$ cat src/rtl/traffic_phase_ctrl.sv
// Two-road phase scheduler: green/yellow/all-red sequencing, countdown displays, pedestrian
// shortening and writable durations. Define NIGHT_FLASH_EN to add the night flashing mode.
module traffic_phase_ctrl #(
  parameter int unsigned T_G1_DEF  = 30,
  parameter int unsigned T_G2_DEF  = 25,
  parameter int unsigned T_Y_DEF   = 3,
  parameter int unsigned T_AR_DEF  = 2,
  parameter int unsigned T_PED_MIN = 5
) (
  input  logic       clk,
  input  logic       rst_n,
  input  logic       tick,
  input  logic       ped_req_1,
  input  logic       ped_req_2,
`ifdef NIGHT_FLASH_EN
  input  logic       night,
`endif
  output logic       ped_ack_1,
  output logic       ped_ack_2,
  input  logic       cfg_we,
  input  logic [1:0] cfg_addr,
  input  logic [6:0] cfg_data,
  output logic [2:0] light_1,
  output logic [2:0] light_2,
  output logic [6:0] time_dis_1,
  output logic [6:0] time_dis_2
);

  typedef enum logic [2:0] {
    StAr0, StG1, StY1, StAr1, StG2, StY2, StAr2
`ifdef NIGHT_FLASH_EN
    , StFlash
`endif
  } state_e;

  localparam logic [6:0] PedMin = 7'(T_PED_MIN);

  state_e     state_q, state_d, nxt;
  logic [6:0] cnt_q, cnt_d, load_val;
  logic [6:0] dur_q [4];
  logic [6:0] dur_d [4];
  logic       pend_1_q, pend_1_d, pend_2_q, pend_2_d;
  logic       cut_q, cut_d, ped_cut;
  logic       ack_1_d, ack_2_d;
  logic [2:0] light_1_d, light_2_d;
  logic [6:0] time_dis_1_d, time_dis_2_d;
  logic [8:0] sum_1, sum_2;
`ifdef NIGHT_FLASH_EN
  logic       flash_q, flash_d;
`endif

  function automatic state_e succ(state_e s);
    case (s)
      StG1:    return StY1;
      StY1:    return StAr1;
      StAr1:   return StG2;
      StG2:    return StY2;
      StY2:    return StAr2;
      default: return StG1;
    endcase
  endfunction

  // Duration registers: 0 G1, 1 G2, 2 yellow, 3 all-red; a zero write means one second.
  always_comb begin
    dur_d = dur_q;
    if (cfg_we) dur_d[cfg_addr] = (cfg_data == 7'd0) ? 7'd1 : cfg_data;
  end

  always_comb begin
    case (nxt)
      StG1:       load_val = dur_q[0];
      StG2:       load_val = dur_q[1];
      StY1, StY2: load_val = dur_q[2];
      default:    load_val = dur_q[3];
    endcase
  end

  always_ff @(posedge clk or negedge rst_n) begin
    if (!rst_n) begin
      state_q    <= StAr0;
      cnt_q      <= 7'(T_AR_DEF);
      dur_q[0]   <= 7'(T_G1_DEF);
      dur_q[1]   <= 7'(T_G2_DEF);
      dur_q[2]   <= 7'(T_Y_DEF);
      dur_q[3]   <= 7'(T_AR_DEF);
      pend_1_q   <= 1'b0;
      pend_2_q   <= 1'b0;
      cut_q      <= 1'b0;
`ifdef NIGHT_FLASH_EN
      flash_q    <= 1'b0;
`endif
      light_1    <= 3'b100;
      light_2    <= 3'b100;
      time_dis_1 <= 7'(T_AR_DEF);
      time_dis_2 <= 7'(T_AR_DEF);
      ped_ack_1  <= 1'b0;
      ped_ack_2  <= 1'b0;
    end else begin
      state_q    <= state_d;
      cnt_q      <= cnt_d;
      dur_q      <= dur_d;
      pend_1_q   <= pend_1_d;
      pend_2_q   <= pend_2_d;
      cut_q      <= cut_d;
`ifdef NIGHT_FLASH_EN
      flash_q    <= flash_d;
`endif
      light_1    <= light_1_d;
      light_2    <= light_2_d;
      time_dis_1 <= time_dis_1_d;
      time_dis_2 <= time_dis_2_d;
      ped_ack_1  <= ack_1_d;
      ped_ack_2  <= ack_2_d;
    end
  end

  always_comb begin
    nxt      = succ(state_q);
    state_d  = state_q;
    cnt_d    = cnt_q;
    pend_1_d = pend_1_q | ped_req_1;
    pend_2_d = pend_2_q | ped_req_2;
    cut_d    = cut_q;
    ack_1_d  = 1'b0;
    ack_2_d  = 1'b0;
    // A pending crossing shortens the conflicting road's green once.
    ped_cut  = !cut_q && (cnt_q > PedMin) &&
               ((state_q == StG1 && (pend_2_q || ped_req_2)) ||
                (state_q == StG2 && (pend_1_q || ped_req_1)));
    if (tick && cnt_q == 7'd1) begin
      state_d = nxt;
      cnt_d   = load_val;
      if (nxt == StG1 || nxt == StG2) cut_d = 1'b0;
      if (nxt == StG2 && pend_1_q) begin
        ack_1_d  = 1'b1;
        pend_1_d = 1'b0;
      end
      if (nxt == StG1 && pend_2_q) begin
        ack_2_d  = 1'b1;
        pend_2_d = 1'b0;
      end
    end else if (ped_cut) begin
      cnt_d = PedMin;
      cut_d = 1'b1;
    end else if (tick) begin
      cnt_d = cnt_q - 7'd1;
    end
`ifdef NIGHT_FLASH_EN
    flash_d = flash_q;
    if (night) begin
      state_d  = StFlash;
      cnt_d    = cnt_q;
      cut_d    = cut_q;
      pend_1_d = 1'b0;
      pend_2_d = 1'b0;
      ack_1_d  = 1'b0;
      ack_2_d  = 1'b0;
      flash_d  = (state_q == StFlash) ? (flash_q ^ tick) : 1'b1;
    end else if (state_q == StFlash) begin
      state_d  = StAr0;
      cnt_d    = dur_q[3];
      cut_d    = 1'b0;
      pend_1_d = 1'b0;
      pend_2_d = 1'b0;
      ack_1_d  = 1'b0;
      ack_2_d  = 1'b0;
    end
`endif
  end

  // Outputs are computed from next-state values so they are registered yet track state exactly.
  always_comb begin
    light_1_d = 3'b100;
    light_2_d = 3'b100;
    sum_1     = 9'(cnt_d);
    sum_2     = 9'(cnt_d);
    case (state_d)
      StG1: begin
        light_1_d = 3'b001;
        sum_1     = 9'(cnt_d) + 9'(dur_d[2]);
        sum_2     = 9'(cnt_d) + 9'(dur_d[2]) + 9'(dur_d[3]);
      end
      StY1: begin
        light_1_d = 3'b010;
        sum_2     = 9'(cnt_d) + 9'(dur_d[3]);
      end
      StAr1: sum_1 = 9'(cnt_d) + 9'(dur_d[1]) + 9'(dur_d[2]) + 9'(dur_d[3]);
      StG2: begin
        light_2_d = 3'b001;
        sum_2     = 9'(cnt_d) + 9'(dur_d[2]);
        sum_1     = 9'(cnt_d) + 9'(dur_d[2]) + 9'(dur_d[3]);
      end
      StY2: begin
        light_2_d = 3'b010;
        sum_1     = 9'(cnt_d) + 9'(dur_d[3]);
      end
      StAr2: sum_2 = 9'(cnt_d) + 9'(dur_d[0]) + 9'(dur_d[2]) + 9'(dur_d[3]);
`ifdef NIGHT_FLASH_EN
      StFlash: begin
        light_1_d = flash_d ? 3'b010 : 3'b000;
        light_2_d = flash_d ? 3'b010 : 3'b000;
        sum_1     = 9'd0;
        sum_2     = 9'd0;
      end
`endif
      default: ;
    endcase
    time_dis_1_d = (sum_1 > 9'd99) ? 7'd99 : sum_1[6:0];
    time_dis_2_d = (sum_2 > 9'd99) ? 7'd99 : sum_2[6:0];
  end

endmodule

$ cat config.mk
export PLATFORM = sky130hd
export DESIGN_NAME = traffic_phase_ctrl
export DESIGN_NICKNAME = d
export VERILOG_FILES = /design/src/rtl/traffic_phase_ctrl.sv
export SDC_FILE = /design/constraint.sdc
export NUM_CORES = 1
export LEC_CHECK = 0
export CORE_UTILIZATION = 55
export DETAILED_ROUTE_END_ITERATION = 10
export PLACE_DENSITY = 0.77
export SYNTH_ARGS = -nofsm -noshare
export SYNTH_HDL_FRONTEND = slang
export SYNTH_SLANG_ARGS = --single-unit
$ cat constraint.sdc
create_clock -name clk -period 6.1 [get_ports clk]
set_input_delay 1.525 -clock clk [delete_from_list [all_inputs] [get_ports clk]]
set_output_delay 1.525 -clock clk [all_outputs]
set_load 0.005 [all_outputs]
==> key figures <==
Run status
  • Status: completed

STA
  • Max_slew headroom: 31.48%
  • Count of pins over their slew limit: 0
  • Setup violators final: 0
  • Final worst setup slack: around 0.037 ns
  • Fin crit share: between 90 and 100%
  • Hold Worst Slack: between 0.5 and 0.6 ns
  • Clock skew: ~0.009 ns
  • Measured slew at the worst slew-check pin: 1.022 ns
  • Fin crit period: 6.063 ns
  • Final hold violations: 0
  • Highest Clock Rate: 0.1649 GHz

Layout
  • Area Overhead vs Synth: 37.97%
  • Layout cells sized above 1: between 30% and 40%
  • Sequential cell area: 1595 um^2
  • Final net count: roughly 860
  • Multi-input gate area: 4046 um^2
  • Fin area: 7697 um^2
  • FILL cells: 692
  • ANT cells: 0

Worst setup path
  • CP max FO: 4
  • Buf/Inv on CP: 2
  • Arrival time at the worst endpoint: roughly 6.3 ns
  • Worst setup SP type: input port
  • Critical Path Max Stage Delay: between 0.5 and 0.6 ns
  • CP Data Required Time: approximately 6.3 ns
  • Crit-path cells: clkdlybuf4s50_1 > nor4_2 > a21oi_1 > o21ai_1 > buf_4 > fa_2 > fa_1 > ha_4 > fa_2 > a21o_1 > a21o_1 > a21oi_2 > o21ai_1 > and4_1 > a31oi_2 > o311ai_4 > o41a_1 > a211o_1
  • Worst setup EP type: flip-flop
  • WS Path Type: input port to flip-flop
  • Crit-path slowest cell: fa_1
  • Top cell family by delay on the critical path: compound AO/OA/AOI/OAI gates

Global route
  • Layer with the highest usage: met2
  • First-pass GRT wire length: about 30000 um
  • Met3 usage: ~7.5%
  • Pin count of the biggest net entering global routing: 64
  • Initial antenna violation count: 0
  • Met2 GRT Util: 62.05%
  • Grt met1 use: 48.03%
  • Total track usage: 38.32%
  • Vias in the first global route: 5757
  • Congestion Overflow GR: 0

Drt
  • Vias/cell: between 6 and 7
  • Drt wl/cell: roughly 22 um
  • Final WL: between 15000 and 20000 um
  • Final ANT Viol Nets: 0
  • Iter 0 DRT Violations: between 500 and 600
  • # DRC: 0
  • Pre-antenna DRT Iters: 8
  • Via count: around 5800

Yosys
  • Register area share after synthesis: approximately 29%
  • EDFF count, synth: 0
  • Ys Warns: 0
  • Syn_nets: 678
  • Synthesis-stage register bit count: 63
  • Syn avg cell area: 9.283 um^2
  • Post-Syn Area: around 5600 um^2
  • Count of cell types in the netlist: a little under 80
  • Cells after synthesis: between 600 and 700
  • Synth Flop Type: dfrtp_1
  • Share of synthesized registers carrying an async set or reset: between 90% and 100%

Clock network
  • Longest Clk Path Bufs: 2
  • CTS Buf Count: 9
  • Clock Root Buffer: clkbuf_8
  • Clock transition at path regs: 0.08 ns
  • CTS Sinks: between 60 and 70
  • Post-CTS Hold Buffers: 0
  • CTS tree: done
  • H-tree depth: 3
  • Worst-Skew Late Latency: 0.36 ns

Place
  • I/O Buffers: 36
  • Placed cell areas: around 7000 um^2
  • Placer congestion estimate: ~1
  • Dpl hpwl: 14370 um
  • Place WS: -0.7819 ns

Floorplanning
  • Die height: around 100 um
  • FP Rows: 36
  • Chip Width: a little over 100 um
  • IO Pins: 37
  • Core ar.: approximately 9800 um^2
  • Die area: about 11000 um^2
  • Initial core utilization: a little under three fifths

Run
  • Max-Cap Viols: 0

Min path
  • Hold/Removal Path Class: flip-flop to flip-flop
[final cells by class]
class,instances,share of cell area [%]
flip-flops and latches,63,20.72
repair buffers,185,19.25
clock inverters,5,0.4389
well taps,133,2.162
clock buffers,11,1.837
inverters,62,3.023
multi-input cells,458,52.57
[sequential cells by signal, indices dropped and copies added (netlist names)]
register / count
cnt_q: 7
cut_q: 1
dur_q: 28
light_1: 3
light_2: 3
ped_ack_1: 1
ped_ack_2: 1
pend_1_q: 1
pend_2_q: 1
state_q: 3
time_dis_1: 7
time_dis_2: 7
[final timing paths]
kind	startpoint	endpoint	slack [ns]	depth (start not counted)
worst max-delay path	cfg_data[6]	time_dis_2[0]	0.04	18
worst min-delay path	pend_1_q	pend_1_q	0.56	2
worst max register to register	state_q[1]	time_dis_2[0]	0.12	22
worst min register to register	pend_1_q	pend_1_q	0.56	2
max in group asynchronous	rst_n	time_dis_2[3]	4.22	2
min in group asynchronous	rst_n	ped_ack_1	1.33	2
[per-stage QoR]
step | utilization [%] | TNS [ns] | std cells
after floorplan | - | 0 | 601
after global placement | 71.20 | -7.392 | 880
after detailed placement | 71.20 | -8.416 | 880
after CTS | 76.68 | 0 | 914
after global routing | 78.39 | -0.1517 | 917
final | 78.39 | 0 | 917
[synthesized netlist by cell type, types with 12 or more instances]
cell type  count  area share [%]
fa_1          21             7.5
dfrtp_1       48              22
dfstp_2       15             7.1
xor2_1        12             1.9
a21o_1        12             1.6
nand2_1       43             2.9
a21oi_1       39             3.5
xnor2_1       17             2.7
nand2b_1      12             1.3
ha_1          41             9.2
nor2_1        31             2.1
o21ai_0       31             2.8
clkbuf_1      14            0.94
inv_1         59             4.0
mux2_2        20             4.0
[worst reg2reg max path: stages (launching register included)]
cell and delay, ns:
dfrtp_1 0.38, inv_1 0.08, ha_1 0.18, or3b_2 0.50, a311oi_4 0.60, buf_4 0.24
and2_1 0.22, o22ai_4 0.11, inv_2 0.12, xnor2_4 0.14, ha_4 0.23, fa_1 0.52
ha_4 0.22, fa_2 0.39, a21o_1 0.18, a21o_1 0.22, a21oi_2 0.14, o21ai_1 0.07
and4_1 0.22, a31oi_2 0.20, o311ai_4 0.15, o41a_1 0.49, a211o_1 0.25
[metal layers]
metal | vias up | wire (um)
met1 | 2806 | 7880
met2 | 368 | 9133
li1 | 2561 | -
met4 | 0 | 1146
met3 | 88 | 1669
met5 | - | 0
[cell usage in the layout, fill, tap and decap left out, types with 10 or more instances in the layout]
cell / Yosys / final
mux2_2: 20 / 20
buf_4: 0 / 147
inv_1: 59 / 55
clkbuf_8: 0 / 10
nand2b_1: 12 / 12
ha_1: 41 / 33
nand2_1: 43 / 41
o21ai_0: 31 / 24
fa_1: 21 / 17
xnor2_1: 17 / 15
dfstp_2: 15 / 15
a21o_1: 12 / 12
xor2_1: 12 / 10
dfrtp_1: 48 / 48
clkdlybuf4s50_1: 0 / 32
a21oi_1: 39 / 30
nor2_1: 31 / 28
[cell families (layout without fill, tap and decap cells)]
group / Yosys count / after routing / synth area share (%)
XOR/XNOR: 29 / 29 / 4.553
multiplexers: 29 / 29 / 5.652
flip-flops: 63 / 63 / 28.59
AND/OR/NAND/NOR: 156 / 156 / 15.12
buffers and inverters: 80 / 263 / 5.584
AO/OA/AOI/OAI: 181 / 181 / 23.57
adder cells (fa/ha/maj): 63 / 63 / 16.93
[what timing repair did]
| item | in CTS | in global routing |
|---|---|---|
| gates resized for setup | 47 | 29 |
| pin swaps | 30 | 20 |
| setup endpoints to repair | 13 | 14 |
| cloned | 0 | 0 |
| buffers inserted | 18 | 3 |
Power is left out: the tool's default activity adds up to more than one toggle a clock period on the data nets, which glitch-free logic cannot reach.
